File: config.mk
export PLATFORM = sky130hd
export DESIGN_NAME = sdram_port_arbiter
export DESIGN_NICKNAME = d
export VERILOG_FILES = /design/src/rtl/sdram_port_arbiter.sv
export SDC_FILE = /design/constraint.sdc
export NUM_CORES = 1
export LEC_CHECK = 0
export ABC_AREA = 1
export CAP_MARGIN = 0
export CORE_AREA = 4 4 167 169
export DETAILED_ROUTE_END_ITERATION = 16
export DIE_AREA = 0 0 171 173
export PLACE_DENSITY = 0.65
export SYNTH_ARGS = -nofsm -noshare
export SYNTH_HDL_FRONTEND = slang
export SYNTH_SLANG_ARGS = --single-unit
File: constraint.sdc
create_clock -name clk -period 2 [get_ports clk]
set_clock_uncertainty 0.1 [all_clocks]
set_input_delay 0.3 -clock clk [delete_from_list [all_inputs] [get_ports clk]]
set_output_delay 0.3 -clock clk [all_outputs]
set_load 0.1 [all_outputs]
File: src/rtl/sdram_port_arbiter.sv
// Round-robin arbiter merging NUM_PORTS requesters onto one SDRAM controller port.
// Optional watchdog enabled by defining SDRAM_ARB_TIMEOUT_EN.
module sdram_port_arbiter #(
    parameter int NUM_PORTS      = 4,
    parameter int ADDR_WIDTH     = 32,
    parameter int DATA_WIDTH     = 32,
    parameter int WORD_LEN       = DATA_WIDTH / 8,
    parameter int TIMEOUT_CYCLES = 1024
) (
    input  logic                             clk,
    input  logic                             rst,
    input  logic [NUM_PORTS*WORD_LEN-1:0]    up_wr,
    input  logic [NUM_PORTS-1:0]             up_rd,
    input  logic [NUM_PORTS*ADDR_WIDTH-1:0]  up_addr,
    input  logic [NUM_PORTS*DATA_WIDTH-1:0]  up_write_data,
    output logic [NUM_PORTS-1:0]             up_rdy,
    output logic [NUM_PORTS-1:0]             up_rvalid,
    output logic [NUM_PORTS-1:0]             up_wvalid,
    output logic [NUM_PORTS-1:0]             up_error,
    output logic [DATA_WIDTH-1:0]            up_read_data,
    output logic [WORD_LEN-1:0]              dn_wr,
    output logic                             dn_rd,
    output logic [ADDR_WIDTH-1:0]            dn_addr,
    output logic [DATA_WIDTH-1:0]            dn_write_data,
    input  logic                             dn_rdy,
    input  logic                             dn_rvalid,
    input  logic                             dn_wvalid,
    input  logic                             dn_error,
    input  logic [DATA_WIDTH-1:0]            dn_read_data,
    output logic [$clog2(NUM_PORTS)-1:0]     grant_id
);

    localparam int GW = $clog2(NUM_PORTS);

    typedef enum logic [1:0] {S_IDLE, S_ISSUE, S_WAIT} state_t;

    state_t                  state, state_n;
    logic [GW-1:0]           grant_q, last_grant, pick, cand;
    logic                    any_req, is_wr, txn_end, timeout;
    logic [NUM_PORTS-1:0]    req, g_onehot;
    logic [WORD_LEN-1:0]     mask_q, sel_mask;
    logic [ADDR_WIDTH-1:0]   addr_q;
    logic [DATA_WIDTH-1:0]   data_q;
    int unsigned             idx;

    always_comb begin
        req = '0;
        for (int unsigned i = 0; i < NUM_PORTS; i++)
            req[i] = (|up_wr[i*WORD_LEN +: WORD_LEN]) | up_rd[i];
    end

    // Search starts one past the last served port so every port gets a turn.
    always_comb begin
        pick    = '0;
        any_req = 1'b0;
        idx     = 0;
        cand    = '0;
        for (int unsigned k = 1; k <= NUM_PORTS; k++) begin
            idx  = (int'(last_grant) + k) % NUM_PORTS;
            cand = idx[GW-1:0];
            if (!any_req && req[cand]) begin
                any_req = 1'b1;
                pick    = cand;
            end
        end
    end

    assign sel_mask = up_wr[pick*WORD_LEN +: WORD_LEN];

    always_comb begin
        g_onehot          = '0;
        g_onehot[grant_q] = 1'b1;
    end

`ifdef SDRAM_ARB_TIMEOUT_EN
    localparam int CW = $clog2(TIMEOUT_CYCLES + 1);
    logic [CW-1:0] to_cnt;

    always_ff @(posedge clk) begin
        if (rst || state == S_IDLE)
            to_cnt <= '0;
        else
            to_cnt <= to_cnt + 1'b1;
    end

    assign timeout = (state != S_IDLE) && (to_cnt == CW'(TIMEOUT_CYCLES));
`else
    localparam int unused_timeout_cycles = TIMEOUT_CYCLES;
    assign timeout = 1'b0;
`endif

    always_ff @(posedge clk) begin
        if (rst) begin
            state      <= S_IDLE;
            grant_q    <= '0;
            last_grant <= GW'(NUM_PORTS - 1);
            is_wr      <= 1'b0;
            mask_q     <= '0;
            addr_q     <= '0;
            data_q     <= '0;
        end else begin
            state <= state_n;
            if (state == S_IDLE && any_req) begin
                grant_q <= pick;
                mask_q  <= sel_mask;
                is_wr   <= |sel_mask;
                addr_q  <= up_addr[pick*ADDR_WIDTH +: ADDR_WIDTH];
                data_q  <= up_write_data[pick*DATA_WIDTH +: DATA_WIDTH];
            end
            if (txn_end)
                last_grant <= grant_q;
        end
    end

    always_comb begin
        state_n   = state;
        txn_end   = 1'b0;
        dn_wr     = '0;
        dn_rd     = 1'b0;
        up_rdy    = '0;
        up_rvalid = '0;
        up_wvalid = '0;
        up_error  = '0;
        case (state)
            S_IDLE: begin
                if (any_req)
                    state_n = S_ISSUE;
            end
            S_ISSUE: begin
                dn_wr  = is_wr ? mask_q : '0;
                dn_rd  = !is_wr;
                up_rdy = dn_rdy ? g_onehot : '0;
                if (dn_error || timeout) begin
                    up_error = g_onehot;
                    txn_end  = 1'b1;
                    state_n  = S_IDLE;
                end else if (dn_rdy) begin
                    state_n = S_WAIT;
                end
            end
            S_WAIT: begin
                if (dn_error || timeout) begin
                    up_error = g_onehot;
                    txn_end  = 1'b1;
                    state_n  = S_IDLE;
                end else if (is_wr && dn_wvalid) begin
                    up_wvalid = g_onehot;
                    txn_end   = 1'b1;
                    state_n   = S_IDLE;
                end else if (!is_wr && dn_rvalid) begin
                    up_rvalid = g_onehot;
                    txn_end   = 1'b1;
                    state_n   = S_IDLE;
                end
            end
            default: state_n = S_IDLE;
        endcase
    end

    assign dn_addr       = addr_q;
    assign dn_write_data = data_q;
    assign up_read_data  = dn_read_data;
    assign grant_id      = grant_q;

endmodule

==> out/metrics.cfg <==
[run_status]
outcome = finished with violations
violations = negative setup slack

[sta]
max_slew_margin_vs_limit = 0.681
min_period_ns = 2.46
worst_slew_pin_slew_ns = 0.479
min_period_over_period = 1.23
final-max-slew-violation-count = 0
achievable-frequency_mhz = 407
grt_setup_unrepaired = yes
hold_vio_cnt_final = 0
final.setup.worst_slack_ns = -0.455
hold-worst-slack_ns = 0.401
setup_viol_count_final = 70

[hold_path]
hold-path-cell-count = 4
hp-start = rst
endpoint_with_the_worst_hold_slack = dn_write_data[4]
min-delay-path-class = in -> reg

[worst_setup_path]
worstPathRequired_ns = 2.19
r2r_path_start = last_grant[0]
end_of_the_worst_register_to_register_path = dn_write_data[30]
timing.setup.critical_path_class = in -> reg
startpoint_type = primary input
critical_path.endpoint_type = register
worst-r2r-setup-slack_ns = -0.44
worst_ep_arrival_time_ns = 2.64
reg2reg_depth = 18
crit_fanout = 9

[drt]
detail-route-antenna-nets = 0
via_count = 8100
totalWireLength_um = 30700
routed_via_density = 4.65
drcViolationCount = 0
post_drt_wl_per_cell_um = 17.6
detailedRoute.firstIterationViolations = 474
drtPass1Iterations = 5

[job]
max_cap_viol_count = 0

[clock_network]
cts_made_buffers = 9
insertion_delay_ns = 0.34
clock_sink_count = 75
worst_setup_hold_path_clk_slew_ns = 0.07
cts.htree.levels = 3
cts_max_path_buffers = 2
cts_tree = built
cts.root.buffer_cell = sky130_fd_sc_hd__clkbuf_16
cts.hold.buffers_added = 0

[placement]
detailedPlace.worstSlack_ns = -0.985
place.detailed.instances = 1683
place.gp.congestion = 0.879
hpwlAfterDp_um = 21800
portBuffers = 368

[global_route]
global_route.usage.total = 0.181
grt_pass1_wl_um = 42400
antenna_found_initial = 2
grt_max_degree = 52
first_global_vias = 7802
grt_remaining_overflow = 0

[power]
pwr-share-clk = 0.147
comb_power_share = 0.673
worst_ir_drop_vdd_mv = 0.798
power_report.internal_total_mw = 5.63
p_leak_nw = 5.34
swShare = 0.514
seq_power_share = 0.180
cellPowerDensity_nw_per_um2 = 980
power.switching_mw = 5.95

[synth]
mappedNetlistArea_um2 = 5840
synth_top_area_cell = sky130_fd_sc_hd__dfxtp_1
netlist-cell-type-count = 29
mappedNetlistNets = 1314
cells_after_synthesis = 997
synthesis.area_per_instance_um2 = 5.86
synthesis_warning_total = 0
yosys-top-cells-area = sky130_fd_sc_hd__dfxtp_1 (26%), sky130_fd_sc_hd__nor2_1 (23%), sky130_fd_sc_hd__o21ai_1 (10%), sky130_fd_sc_hd__o211ai_1 (8.6%), sky130_fd_sc_hd__nand2_1 (7.2%)
yosys_register_bits = 75
synth_largest_type_area_fraction = 0.257
seq_area_frac_synth = 0.257

[layout]
layout.nets = 1710
final_cells = 1741
layout-area-overhead-vs-synth_pct = 102
fraction_of_final_layout_cells_sized_beyond_drive_strength_1 = 0.270

[floorplan]
dieHeight_um = 173
initial_utilization = 0.220
floorplan.die.width_um = 171
fp.coreArea_um2 = 26600
placement_rows = 60
die_area_um2 = 29600
io-pin-count = 433

cell usage after synthesis:
master / instances
sky130_fd_sc_hd__a211oi_1: 1
sky130_fd_sc_hd__a21oi_1: 9
sky130_fd_sc_hd__a31oi_1: 1
sky130_fd_sc_hd__a41oi_1: 1
sky130_fd_sc_hd__and2_1: 1
sky130_fd_sc_hd__buf_2: 23
sky130_fd_sc_hd__buf_4: 44
sky130_fd_sc_hd__buf_6: 10
sky130_fd_sc_hd__clkbuf_1: 23
sky130_fd_sc_hd__dfxtp_1: 75
sky130_fd_sc_hd__ha_1: 3
sky130_fd_sc_hd__inv_1: 86
sky130_fd_sc_hd__inv_2: 6
sky130_fd_sc_hd__nand2_1: 112
sky130_fd_sc_hd__nand2_2: 2
sky130_fd_sc_hd__nand2_4: 2
sky130_fd_sc_hd__nand3_1: 22
sky130_fd_sc_hd__nand3_2: 1
sky130_fd_sc_hd__nand3_4: 1
sky130_fd_sc_hd__nand4_1: 13
sky130_fd_sc_hd__nand4_4: 1
sky130_fd_sc_hd__nor2_1: 352
sky130_fd_sc_hd__nor3_1: 2
sky130_fd_sc_hd__o211ai_1: 67
sky130_fd_sc_hd__o21ai_0: 15
sky130_fd_sc_hd__o21ai_1: 121
sky130_fd_sc_hd__o21ai_2: 1
sky130_fd_sc_hd__or2_2: 1
sky130_fd_sc_hd__xor2_2: 1
power by group through the flow:
stage / sequential, mW / clock [mW] / combinational, mW
global route: 2.13 / 1.82 / 8.27
detailed placement: 2.11 / 0 / 6.77
finish: 2.09 / 1.70 / 7.79
global placement: 2.10 / 0 / 6.72
floorplan: 4.30 / 0 / 2.83
CTS: 2.08 / 1.77 / 7.12
cell families (layout without fill, tap and decap cells):
logic type,after synthesis,count (layout),synth area share
AOI/OAI and AO/OA,216,216,0.216
xor gates and xnor gates,1,1,0.00278
adders and majority gates,3,3,0.00642
buffers and inverters,192,593,0.169
DFF,75,75,0.257
other,0,2,0
and+or+nand+nor,510,510,0.349
state kept, by name, indices dropped and copies added, names as in the netlist:
register	flops
state	2
mask_q	4
grant_id	2
last_grant	2
is_wr	1
dn_write_data	32
dn_addr	32
worst max-delay path, cell delays in order:
cell and delay (ns):
sky130_fd_sc_hd__clkdlybuf4s50_1 0.41, sky130_fd_sc_hd__inv_2 0.10, sky130_fd_sc_hd__nand3_4 0.09, sky130_fd_sc_hd__nand2_4 0.09
sky130_fd_sc_hd__nand2_4 0.06, sky130_fd_sc_hd__o21ai_4 0.26, sky130_fd_sc_hd__buf_6 0.15, sky130_fd_sc_hd__nand3_1 0.11
sky130_fd_sc_hd__nor2_2 0.16, sky130_fd_sc_hd__inv_2 0.05, sky130_fd_sc_hd__nand2_4 0.08, sky130_fd_sc_hd__inv_8 0.08
sky130_fd_sc_hd__buf_12 0.15, sky130_fd_sc_hd__buf_4 0.15, sky130_fd_sc_hd__nor2_1 0.11, sky130_fd_sc_hd__o21ai_1 0.07
sky130_fd_sc_hd__o211ai_1 0.09, sky130_fd_sc_hd__nand2_1 0.07, sky130_fd_sc_hd__inv_1 0.05
through the flow:
step                cell area [µm²]  power (mW)   util  setup TNS (ns)
global route                  11800        12.2  0.444          -32.87
finish                        11800        11.6  0.444          -23.92
global placement              10300        8.82  0.387          -55.10
floorplan                      6140        7.14      -           -7.67
detailed placement            10300        8.88  0.387          -60.63
CTS                           10900        11.0  0.412          -23.79
repair_timing:
| item | CTS | global route |
|---|---|---|
| pin swaps | 23 | 39 |
| buffers inserted | 12 | 11 |
| resized for setup | 57 | 146 |
| gates cloned | 4 | 13 |
| setup endpoints to repair | 84 | 94 |
per-layer routing:
metal / track usage / vias up / part of all wire
met5: 0 / - / 0
met4: 0.0782 / 0 / 0.039
met3: 0.0597 / 75 / 0.086
met2: 0.300 / 382 / 0.48
met1: 0.212 / 3671 / 0.40
li1: - / 3972 / -
how the worst max path moves through the flow:
stage	from	endpoint	slack, ns	depth (start not counted)
after floorplan	state[1]	dn_wr[0]	-0.33	4
after global placement	up_wr[4]	dn_addr[3]	-0.91	16
after detailed placement	up_wr[4]	dn_addr[3]	-0.99	16
after CTS	last_grant[0]	dn_addr[3]	-0.40	13
after global routing	last_grant[0]	dn_write_data[30]	-0.59	18
final	up_rd[0]	dn_write_data[30]	-0.46	19
cells in the final DEF, fill, tap and decap left out, types with 3 or more instances in the layout:
cell type | Yosys | layout
sky130_fd_sc_hd__nand3_2 | 1 | 7
sky130_fd_sc_hd__buf_16 | 0 | 4
sky130_fd_sc_hd__dlymetal6s2s_1 | 0 | 6
sky130_fd_sc_hd__nand3_1 | 22 | 13
sky130_fd_sc_hd__buf_4 | 44 | 136
sky130_fd_sc_hd__clkdlybuf4s50_1 | 0 | 262
sky130_fd_sc_hd__a21oi_1 | 9 | 8
sky130_fd_sc_hd__dfxtp_2 | 0 | 4
sky130_fd_sc_hd__o21ai_1 | 121 | 121
sky130_fd_sc_hd__inv_2 | 6 | 7
sky130_fd_sc_hd__o21ai_2 | 1 | 3
sky130_fd_sc_hd__clkinvlp_4 | 0 | 4
sky130_fd_sc_hd__dfxtp_4 | 0 | 3
sky130_fd_sc_hd__o21ai_0 | 15 | 11
sky130_fd_sc_hd__nor2_1 | 352 | 262
sky130_fd_sc_hd__nand4_1 | 13 | 13
sky130_fd_sc_hd__buf_6 | 10 | 13
sky130_fd_sc_hd__dfxtp_1 | 75 | 68
sky130_fd_sc_hd__nor2_2 | 0 | 53
sky130_fd_sc_hd__o211ai_1 | 67 | 67
sky130_fd_sc_hd__buf_12 | 0 | 33
sky130_fd_sc_hd__ha_4 | 0 | 3
sky130_fd_sc_hd__dlygate4sd2_1 | 0 | 12
sky130_fd_sc_hd__nand3_4 | 1 | 4
sky130_fd_sc_hd__nor2_4 | 0 | 37
sky130_fd_sc_hd__clkbuf_16 | 0 | 20
sky130_fd_sc_hd__nand2_2 | 2 | 11
sky130_fd_sc_hd__nand2_4 | 2 | 9
sky130_fd_sc_hd__buf_8 | 0 | 4
sky130_fd_sc_hd__nand2_1 | 112 | 95
sky130_fd_sc_hd__inv_1 | 86 | 79
area by class of cell:
type / instances / area [µm²]
Timing Repair inverter: 1 / 8.76
Sequential cell: 75 / 1520
Clock inverter: 6 / 65.1
Clock buffer: 10 / 239
Tap cell: 341 / 427
Inverter: 92 / 383
Fill cell: 2683 / 14800
Multi-Input combinational cell: 730 / 4020
Antenna cell: 2 / 5.00
Timing Repair Buffer: 484 / 5150
No activity file was read; power rests on OpenSTA's default activity.
